==> src/rtl/uart_receptor_pkg.sv <==
// Shared constants for the UART command receiver.
// FSM state codes and handler opcodes.
package uart_receptor_pkg;

  localparam logic [2:0] OCIOSO   = 3'd0;
  localparam logic [2:0] INICIO   = 3'd1;
  localparam logic [2:0] DADOS    = 3'd2;
  localparam logic [2:0] PARADA   = 3'd3;
  localparam logic [2:0] RECUPERA = 3'd4;

  localparam logic [3:0] NOP      = 4'd0;
  localparam logic [3:0] LIMPAR   = 4'd1;
  localparam logic [3:0] CARREGAR = 4'd2;
  localparam logic [3:0] MOSTRAR  = 4'd4;

endpackage

==> src/rtl/uart_receptor_sincronizador.sv <==
// Two-flop synchronizer for the async rx line, resets to idle-high.
// Ports: clock, reset_n (sync, active-low), i_d async in, o_q synced out.
module uart_receptor_sincronizador (
  input  logic clock,
  input  logic reset_n,
  input  logic i_d,
  output logic o_q
);

  logic r_s1;
  logic r_s2;

  always_ff @(posedge clock) begin
    if (!reset_n) begin
      r_s1 <= 1'b1;
      r_s2 <= 1'b1;
    end else begin
      r_s1 <= i_d;
      r_s2 <= r_s1;
    end
  end

  assign o_q = r_s2;

endmodule

==> src/rtl/uart_receptor.sv <==
// 8N1 UART receiver splitting each byte into a command strobe and data.
// Ports: clock, reset_n (sync, active-low), rx serial in;
//   instrucao (timed strobe), dado (held), valido, erro_quadro, ocupado.
module uart_receptor
  import uart_receptor_pkg::*;
#(
  parameter int CLK_HZ   = 50_000_000,
  parameter int BAUD     = 9600,
  parameter int CMD_HOLD = 4
) (
  input  logic       clock,
  input  logic       reset_n,
  input  logic       rx,
  output logic [3:0] instrucao,
  output logic [3:0] dado,
  output logic       valido,
  output logic       erro_quadro,
  output logic       ocupado
);

  localparam int CPB = CLK_HZ / BAUD;
  localparam int BW  = $clog2(CPB);
  localparam int HW  = $clog2(CMD_HOLD + 1);

  localparam logic [BW-1:0] HALF = BW'(CPB / 2 - 1);
  localparam logic [BW-1:0] LAST = BW'(CPB - 1);
  localparam logic [HW-1:0] HOLD = HW'(CMD_HOLD);
  localparam logic [HW-1:0] ONE  = HW'(1);

  logic          w_rxs;
  logic [2:0]    r_state;
  logic [BW-1:0] r_baud;
  logic [2:0]    r_bit;
  logic [7:0]    r_byte;
  logic [HW-1:0] r_hold;
  logic [3:0]    r_instr;
  logic [3:0]    r_dado;
  logic          r_valido;
  logic          r_erro;

  uart_receptor_sincronizador u_sinc (
    .clock   (clock),
    .reset_n (reset_n),
    .i_d     (rx),
    .o_q     (w_rxs)
  );

  always_ff @(posedge clock) begin
    if (!reset_n) begin
      r_state  <= OCIOSO;
      r_baud   <= '0;
      r_bit    <= '0;
      r_byte   <= '0;
      r_hold   <= '0;
      r_instr  <= '0;
      r_dado   <= '0;
      r_valido <= 1'b0;
      r_erro   <= 1'b0;
    end else begin
      r_valido <= 1'b0;
      r_erro   <= 1'b0;
      // strobe expiry; a good frame below overrides it
      if (r_hold != '0) begin
        r_hold <= r_hold - ONE;
        if (r_hold == ONE)
          r_instr <= NOP;
      end
      case (r_state)
        OCIOSO: begin
          if (!w_rxs) begin
            r_state <= INICIO;
            r_baud  <= '0;
          end
        end
        INICIO: begin
          if (r_baud == HALF) begin
            r_baud  <= '0;
            r_bit   <= '0;
            r_state <= w_rxs ? OCIOSO : DADOS;
          end else begin
            r_baud <= r_baud + 1'b1;
          end
        end
        DADOS: begin
          if (r_baud == LAST) begin
            r_baud        <= '0;
            r_byte[r_bit] <= w_rxs;
            if (r_bit == 3'd7) begin
              r_bit   <= '0;
              r_state <= PARADA;
            end else begin
              r_bit <= r_bit + 3'd1;
            end
          end else begin
            r_baud <= r_baud + 1'b1;
          end
        end
        PARADA: begin
          if (r_baud == LAST) begin
            r_baud <= '0;
            if (w_rxs) begin
              r_valido <= 1'b1;
              r_instr  <= r_byte[7:4];
              r_dado   <= r_byte[3:0];
              r_hold   <= HOLD;
              r_state  <= OCIOSO;
            end else begin
              r_erro  <= 1'b1;
              r_state <= RECUPERA;
            end
          end else begin
            r_baud <= r_baud + 1'b1;
          end
        end
        RECUPERA: begin
          // a held-low line must go idle before a new start is accepted
          if (w_rxs)
            r_state <= OCIOSO;
        end
        default: r_state <= OCIOSO;
      endcase
    end
  end

  assign instrucao   = r_instr;
  assign dado        = r_dado;
  assign valido      = r_valido;
  assign erro_quadro = r_erro;
  assign ocupado     = (r_state != OCIOSO);

endmodule

==> config.mk <==
export PLATFORM = sky130hd
export DESIGN_NAME = uart_receptor
export DESIGN_NICKNAME = d
export VERILOG_FILES = /design/src/rtl/uart_receptor_pkg.sv /design/src/rtl/uart_receptor_sincronizador.sv /design/src/rtl/uart_receptor.sv
export SDC_FILE = /design/constraint.sdc
export NUM_CORES = 1
export LEC_CHECK = 0
export ABC_AREA = 1
export CORE_MARGIN = 4
export CORE_UTILIZATION = 60
export CTS_BUF_LIST = sky130_fd_sc_hd__clkbuf_4 sky130_fd_sc_hd__clkbuf_8 sky130_fd_sc_hd__clkbuf_16
export DETAILED_ROUTE_END_ITERATION = 10
export GPL_TIMING_DRIVEN = 1
export HOLD_SLACK_MARGIN = 0.06
export PLACE_DENSITY_LB_ADDON = 0.1
export SYNTH_ARGS = -nofsm -noshare
export SYNTH_HDL_FRONTEND = slang
export SYNTH_SLANG_ARGS = --single-unit
==> constraint.sdc <==
create_clock -name clock -period 3.8 [get_ports clock]
set_input_delay 0.76 -clock clock [delete_from_list [all_inputs] [get_ports clock]]
set_output_delay 0.76 -clock clock [all_outputs]
set_load 0.01 [all_outputs]
; Word-level counts from Yosys, hierarchy flattened
; Cells that the tools add are included.
[totals]
wordCells = 74
ff_bits = 42
out_inout_bits = 11
[classes]
muxes = 31
order_cmp = 2
n_reduce_logical = 13
n_eq_ne = 14
addsub = 3
[ops]
columns = operator, n
row1 = $mux W3, 14
row2 = $mux W13, 3
row3 = $pmux W13 S3, 1
row4 = $mux W4, 5
row5 = $pmux W3 S5, 1
row6 = $add A13 B1 Y13 const B, 1
row7 = $eq A13 B12 Y1 const B, 1
row8 = $eq A13 B13 Y1 const B, 1
row9 = $ne A2 B2 Y1 const B, 5
row10 = $reduce_and A3 Y1, 3
row11 = $reduce_bool A3 Y1, 3
row12 = $bwmux W8, 1
row13 = $eq A3 B1 Y1 const B, 2
row14 = $eq A3 B2 Y1 const B, 2
row15 = $eq A3 B3 Y1 const B, 2
row16 = $pmux W3 S2, 1
row17 = $reduce_and A6 Y1, 1
row18 = $lt A3 B4 Y1 const B, 1
row19 = $reduce_and A2 Y1, 2
row20 = $add A3 B1 Y3 const B, 1
row21 = $demux W1 S3, 1
row22 = $ge A3 B1 Y1 const B, 1
row23 = $logic_not A3 Y1, 1
row24 = $mux W1, 3
row25 = 6 further kinds, 6

; Logic depth before layout (Yosys ltp)
; Gate-level depths: netlist (run 1).
[depth]
depth_word = 6
mapped_depth = 10

; Hierarchy
; Synthesis (run 1) repeated with hierarchy kept, for this count alone.
[unflattened]
hier_cells = 325
hier_area_um2 = 2260.9
[by_module_without_submodules]
columns = mod, cells_per_inst, area_each_um2, seq_area_each_um2, n_inst
row1 = uart_receptor, 319, 2205.9, 800.8, 1
row2 = uart_receptor_sincronizador, 6, 55.1, 40.0, 1

; Least setup slack after synthesis (run 1)
; Ideal clock, no wire load.
[synth_path]
path_type = input -> register
startpoint = input port reset_n
endpoint = register r_dado[1], in the netlist dado[1]
t_required_ns = 3.735
arrival_time_ns = 1.503
path_slack_ns = 2.232
setup_time_ns = 0.065
stages = 4
path_buffers = 2
cell_sequence = clkbuf_1 buf_1 o21ai_0 nor2_1
[synth_rtl]
columns = item, line_no
row1 = "start, declared", uart_receptor.sv:12  ; input logic reset_n,
row2 = "end signal, assigned", uart_receptor.sv:104  ; r_dado <= r_byte[3:0];
row3 = "end, declared", uart_receptor.sv:37  ; logic [3:0] r_dado;

; Final worst setup path (run 1)
[layout_path]
startpoint = register r_state[2]
endpoint = output port ocupado
[layout_via]
elab_chain_len = 1
[layout_rtl]
columns = item, line_no
row1 = "start, declared", uart_receptor.sv:31  ; logic [2:0] r_state;
row2 = "start signal, assigned", uart_receptor.sv:79  ; r_state <= w_rxs ? OCIOSO : DADOS;
row3 = $reduce_bool A3 Y1, uart_receptor.sv:129  ; assign ocupado = (r_state != OCIOSO);
row4 = "end, declared", uart_receptor.sv:18  ; output logic ocupado
; Every way passes these cells.

==> results of run 1 <==
## through the flow
stage | area (um^2) | utilization
3_3_place_gp | 2425 | 0.6623
5_1_grt | 2539 | 0.6934
6_report | 2539 | 0.6934
4_1_cts | 2539 | 0.6934
3_5_place_dp | 2425 | 0.6623
2_1_floorplan | 2273 | -
## placed cells by master, fill, tap and decap left out, types with 4 or more instances in the layout
cell type,Yosys,layout
inv_1,35,35
nor2_2,4,4
dfxtp_1,42,42
o21ai_0,16,16
nand3_1,21,21
nor2_4,4,4
nand3_2,6,6
nand2_1,77,77
clkbuf_8,0,5
nor2_1,48,48
nand4_1,15,15
a21oi_1,15,15
xor2_1,4,4
ha_1,6,6
clkdlybuf4s50_1,0,13
## final cells by class
cell class | instances | area, um^2
clock buffers | 6 | 76.32
flip-flops and latches | 42 | 840.8
inverters | 39 | 148.9
well taps | 48 | 60.06
repair buffers | 14 | 137.6
multi-input cells | 237 | 1237
fillers | 306 | 1122
clock inverters | 2 | 37.54
## power by group
part / internal, mW / switching [mW]
sequential: 0.468 / 0.0422
combinational: 0.113 / 0.232
clock: 0.203 / 0.158
total: 0.785 / 0.432
## worst min path at each step
stage | start | to | slack (ps) | cells past startpoint
final | u_sinc.r_s1 | u_sinc.o_q | 420 | 1
after floorplan | u_sinc.r_s1 | u_sinc.o_q | 390 | 1
after global placement | u_sinc.r_s1 | u_sinc.o_q | 400 | 1
after CTS | u_sinc.r_s1 | u_sinc.o_q | 420 | 1
after detailed placement | u_sinc.r_s1 | u_sinc.o_q | 400 | 1
after global routing | u_sinc.r_s1 | u_sinc.o_q | 430 | 1
## metal layers
metal | vias up | wire (um) | part of all wire | global-route usage
met5 | - | 0 | 0 | 0
met2 | 51 | 2231 | 0.46 | 0.3347
li1 | 1070 | - | - | -
met4 | 0 | 45 | 0.0093 | 0.07592
met3 | 6 | 241 | 0.050 | 0.05362
met1 | 915 | 2318 | 0.48 | 0.2724
## kinds of logic after synthesis
family / Yosys count
and+or+nand+nor: 190
buffers and inverters: 46
DFF: 42
AOI/OAI and AO/OA: 35
xor gates and xnor gates: 6
adders and majority gates: 6
## registers in the layout, summed over array words and instances (netlist names), 3 cells and up
register	cells
dado	4
instrucao	4
r_baud	13
r_bit	3
r_byte	8
r_hold	3
r_state	3
## critical path: cells and delay by family (launching register included)
family | cells | cell delay (ps)
DFF | 1 | 540
buffers and inverters | 1 | 530
and+or+nand+nor | 2 | 170
==> results by group, run 1 <==
Run status
  • Status: completed

GRT
  • Grt ovf: 0
  • Gr usage total: 0.2096
  • Initial antenna violation count: 0
  • Vias in the first global route: 1,920
  • First-pass GRT wire length: 8328 um
  • Largest net degree at the start of global routing: 21

CTS
  • Clock sinks: 42
  • Reg clk slew, reported paths: 80 ps
  • Num CTS Buffers: 5
  • H-tree lvl count: 2
  • Setup repair bufs after CTS: 0
  • Root Driver: clkbuf_8
  • Post_cts resized: 0
  • Worst-skew pair later-pin latency: 300 ps
  • Clock Tree Buf Depth: 2
  • CTS hold repair buffers: 0
  • TritonCTS clock tree: done

Timing
  • Period minus WS final: 2305 ps
  • Period utilisation layout: 0.6066
  • Setup TNS: 0 ps
  • Clk_skew: 2.076 ps
  • RSZ-0062 raised after global routing: false
  • Final hold viol count: 0
  • Worst setup margin: 1495 ps
  • Max_slew headroom: 0.6289
  • Worst hold slack: 419.8 ps
  • # setup viols final: 0
  • Fmax: 433.8 MHz
  • Worst slew pin tran: 555.9 ps
  • Slew Limit Fails: 0

Pwr
  • Tot Pwr: 1.217 mW
  • VDD IR-drop max: 369.9 uV
  • Pleak: 1.018 nW
  • Power per standard cell area: 479.4 nW/um^2

Yosys
  • Post-synth EDFFs: 0
  • Post-synthesis sequential area ratio: 0.3698
  • Post-synth ARST share: 0
  • Simple-gate portion of the synthesized area: 0.4029
  • Yosys reg bits: 42
  • Cell Area, Synth: 2273 um^2
  • Mapped Nets: 334
  • Mean Syn Cell Area: 6.995 um^2
  • Cell accounting for the most synthesized area: dfxtp_1
  • Post-synthesis mux area share: 0
  • Syn. warnings: 0
  • Synth Area in Adders: 0.03302
  • XOR/XNOR Fraction of Synth Area: 0.02312
  • Main combinational cell family by area after synthesis: simple AND/OR/NAND/NOR gates
  • Yosys top cell area share: 0.3698
  • Top FF cell, synth: dfxtp_1
  • Mapped Cells: 325
  • Post-synthesis compound-gate area fraction: 0.08531
  • Most frequent cell after synthesis: nand2_1
  • Yosys cell types: 31
  • Synth area leaders: dfxtp_1 (37%), nand2_1 (13%), nor2_1 (7.9%)
  • Most common library cells after synthesis: nand2_1 (77), nor2_1 (48), dfxtp_1 (42)

Layout
  • Antenna cells: 0
  • Fin nets: 348
  • Proportion of layout cells with a drive suffix above 1: 0.1147
  • P&R area growth vs syn: 11.67%
  • Final Non-Filler Cells: 388

Setup path
  • CP max-delay cell: dfxtp_1
  • WP data arrival: 1550 ps
  • Worst setup path start: r_state[2]
  • CP Class: reg -> out
  • Worst Setup Start Kind: flip-flop
  • Slowest stage delay, CP: 540 ps
  • Crit end category: primary output
  • Reg2reg start: r_baud[0]
  • Worst r2r dst: r_baud[6]
  • Worst path cell trace: nor2_4, nand2_1, clkdlybuf4s50_1
  • R2R setup slack: 2020 ps
  • Crit path to: ocupado
  • Crit-path max FO: 7
  • Required @ worst endpoint: 3040 ps
  • R2R depth: 8

Floorplanning
  • IO Pins: 14
  • Core area: 3661 um^2
  • Die H: 69.56 um
  • Initial core utilization: 0.6210
  • Die width: 69.56 um
  • Total die area: 4838 um^2
  • Site Rows: 22

Detailed routing
  • Vias after detailed routing: 2,042
  • First-pass DRT Iterations: 4
  • Drt total wl: 4836 um
  • DRT iter0 DRCs: 219
  • DRC viols: 0
  • Wire per inst: 12.46 um
  • Routed Antenna Nets: 0
  • Vias/cell: 5.263

Placement
  • PortBufs: 13
  • GP Congestion: 0.9010
  • Placed cells: 380
  • DP Worst Slack: 1676 ps
  • Placed wire-length estimate: 3523 um

Run
  • Max Cap Viol: 0

Worst hold path
  • Min-Delay Path Class: reg -> reg
Note: power is estimated with default switching activity, not from simulation.
==> run 2, diff against run 1 <==
--- a/config.mk
+++ b/config.mk
@@ -7,7 +7,7 @@
 export LEC_CHECK = 0
 export ABC_AREA = 1
 export CORE_MARGIN = 4
-export CORE_UTILIZATION = 60
+export CORE_UTILIZATION = 53
 export CTS_BUF_LIST = sky130_fd_sc_hd__clkbuf_4 sky130_fd_sc_hd__clkbuf_8 sky130_fd_sc_hd__clkbuf_16
 export DETAILED_ROUTE_END_ITERATION = 10
 export GPL_TIMING_DRIVEN = 1
==> constraint.sdc (replaced) <==
create_clock -name clock -period 1.9 [get_ports clock]
set_input_delay 0.38 -clock clock [delete_from_list [all_inputs] [get_ports clock]]
set_output_delay 0.38 -clock clock [all_outputs]
set_load 0.01 [all_outputs]
==> results by group, run 2 (same netlist as run 1, synthesis figures left out) <==
Setup path
  • R2R setup slack: 290 ps
  • Worst path cell trace: nor2_4, nand2_1, clkdlybuf4s50_1
  • CP Class: reg -> out
  • CP max-delay cell: clkdlybuf4s50_1
  • Crit end category: primary output
  • Largest delay share family, worst path: buffers and inverters
  • Worst Setup Start Kind: flip-flop
  • Required @ worst endpoint: 1520 ps
  • Worst r2r dst: r_baud[9]
  • WP data arrival: 1410 ps
  • R2R depth: 8
  • Slowest stage delay, CP: 530 ps
  • Buf+Inv Stages, Crit Path: 1
  • Crit-path max FO: 7
  • Reg2reg start: r_baud[0]

Detailed routing
  • Vias/cell: 5.081
  • Drt total wl: 4781 um
  • First-pass DRT Iterations: 4
  • DRC viols: 0
  • Wire per inst: 12.13 um
  • Vias after detailed routing: 2,002
  • Routed Antenna Nets: 0
  • DRT iter0 DRCs: 112

Layout
  • P&R area growth vs syn: 12.27%
  • Largest register FFs: 13
  • Largest register by flop count: r_baud
  • Filler cells: 397
  • Multi-input logic area: 1237 um^2
  • Proportion of layout cells with a drive suffix above 1: 0.1308
  • Final Non-Filler Cells: 394
  • Top flop regs: r_baud (13), r_byte (8)
  • Most frequent cells in the layout: nand2_1 (77), nor2_1 (48), dfxtp_1 (40)
  • Commonest non-fill, non-tap cell in the layout: nand2_1
  • Register Area: 843.3 um^2
  • Design area: 2552 um^2
  • Fin nets: 352
  • Antenna cells: 0

Worst hold path
  • Min-Delay Path Class: reg -> reg
  • Hold Startpoint: u_sinc.r_s1
  • Hold depth: 1
  • Worst Hold Endpoint: u_sinc.o_q

Timing
  • # setup viols final: 0
  • Fmax: 559.4 MHz
  • Worst slew pin tran: 337.1 ps
  • Period utilisation layout: 0.9409
  • Max_slew headroom: 0.7735
  • Clk_skew: 10.49 ps
  • Setup TNS: 0 ps
  • RSZ-0062 raised after global routing: false
  • Final hold viol count: 0
  • Slew Limit Fails: 0
  • Period minus WS final: 1788 ps
  • Worst setup margin: 112.4 ps

GRT
  • Initial antenna violation count: 0
  • Grt ovf: 0
  • Gr usage total: 0.1965
  • First-pass GRT wire length: 8252 um
  • Vias in the first global route: 1,856
  • Largest net degree at the start of global routing: 20

CTS
  • Root Driver: clkbuf_8
  • Num CTS Buffers: 5
  • Reg clk slew, reported paths: 80 ps
  • Clock Tree Buf Depth: 2
  • Clock sinks: 42
  • CTS hold repair buffers: 0
  • TritonCTS clock tree: done
  • Worst-skew pair later-pin latency: 300 ps
  • H-tree lvl count: 2

Placement
  • GP Congestion: 0.8166
  • Placed cells: 386
  • Placed wire-length estimate: 3632 um
  • DP Worst Slack: 298.6 ps
  • PortBufs: 13
  • DP Area: 2457 um^2

Floorplanning
  • Initial core utilization: 0.5563
  • Site Rows: 23
  • Die width: 73.50 um
  • Total die area: 5402 um^2
  • IO Pins: 14
  • Die H: 73.50 um
  • Core area: 4086 um^2

Pwr
  • Power per standard cell area: 915.5 nW/um^2
  • VDD IR-drop max: 747.4 uV
  • Pleak: 1.023 nW

Run status
  • Status: completed

Run
  • Max Cap Viol: 0
run 2: cell count changes in the layout (fill, tap and decap cells not counted), sizes merged:
cell / change
buf: +4
clkbuf: -1
bufinv: -1
clkinvlp: +1
inv: +1
run 2: cell type report:
| class | instances | area share |
|---|---|---|
| Clock inverter | 3 | 0.009314 |
| Timing Repair Buffer | 18 | 0.06569 |
| Clock buffer | 5 | 0.02696 |
| Multi-Input combinational cell | 237 | 0.4848 |
| Inverter | 39 | 0.05833 |
| Tap cell | 50 | 0.02451 |
| Sequential cell | 42 | 0.3304 |
run 2: worst max path at each step:
stage / endpoint / cells past startpoint / startpoint
after floorplan: r_baud[5] / 8 / r_baud[0]
after global placement: ocupado / 3 / r_state[2]
after detailed placement: ocupado / 3 / r_state[2]
after CTS: ocupado / 3 / r_state[1]
after global routing: ocupado / 3 / r_state[2]
final: ocupado / 3 / r_state[2]
run 2: through the flow:
step | util | hold slack, ps | total power, mW
after floorplan | - | 392.5 | 1.593
after global placement | 0.6013 | 397.3 | 1.741
after detailed placement | 0.6013 | 402.8 | 1.753
after CTS | 0.6243 | 422.2 | 2.352
after global routing | 0.6246 | 425.4 | 2.503
final | 0.6246 | 422.4 | 2.337
run 2: timing repair:
action	4_1_cts	5_1_grt
resized for setup	1	1
setup endpoints to repair	1	1
setup buffers	0	0
run 2: metal layers:
layer | share of wire | GRT usage | routed length [um] | vias to the layer above
met5 | 0 | 0 | 0 | -
met4 | 0.013 | 0.06439 | 62 | 0
met3 | 0.027 | 0.04514 | 131 | 7
met2 | 0.46 | 0.3091 | 2200 | 25
met1 | 0.50 | 0.2649 | 2387 | 891
li1 | - | - | - | 1079
run 2: worst register-to-register path, cell delays in order (launching register included):
cell,delay (ps)
dfxtp_1,370
ha_1,220
nand2_1,90
nor2_1,180
nand3_2,150
nand2_4,120
nand3_2,90
nand2_2,200
nor2_1,80
run 2: where the power goes:
group | switching (mW) | total [mW] | internal [mW] | leakage [nW]
clock network | 0.336 | 0.599 | 0.263 | 0.0408
logic | 0.478 | 0.717 | 0.239 | 0.642
registers | 0.0808 | 1.02 | 0.940 | 0.341
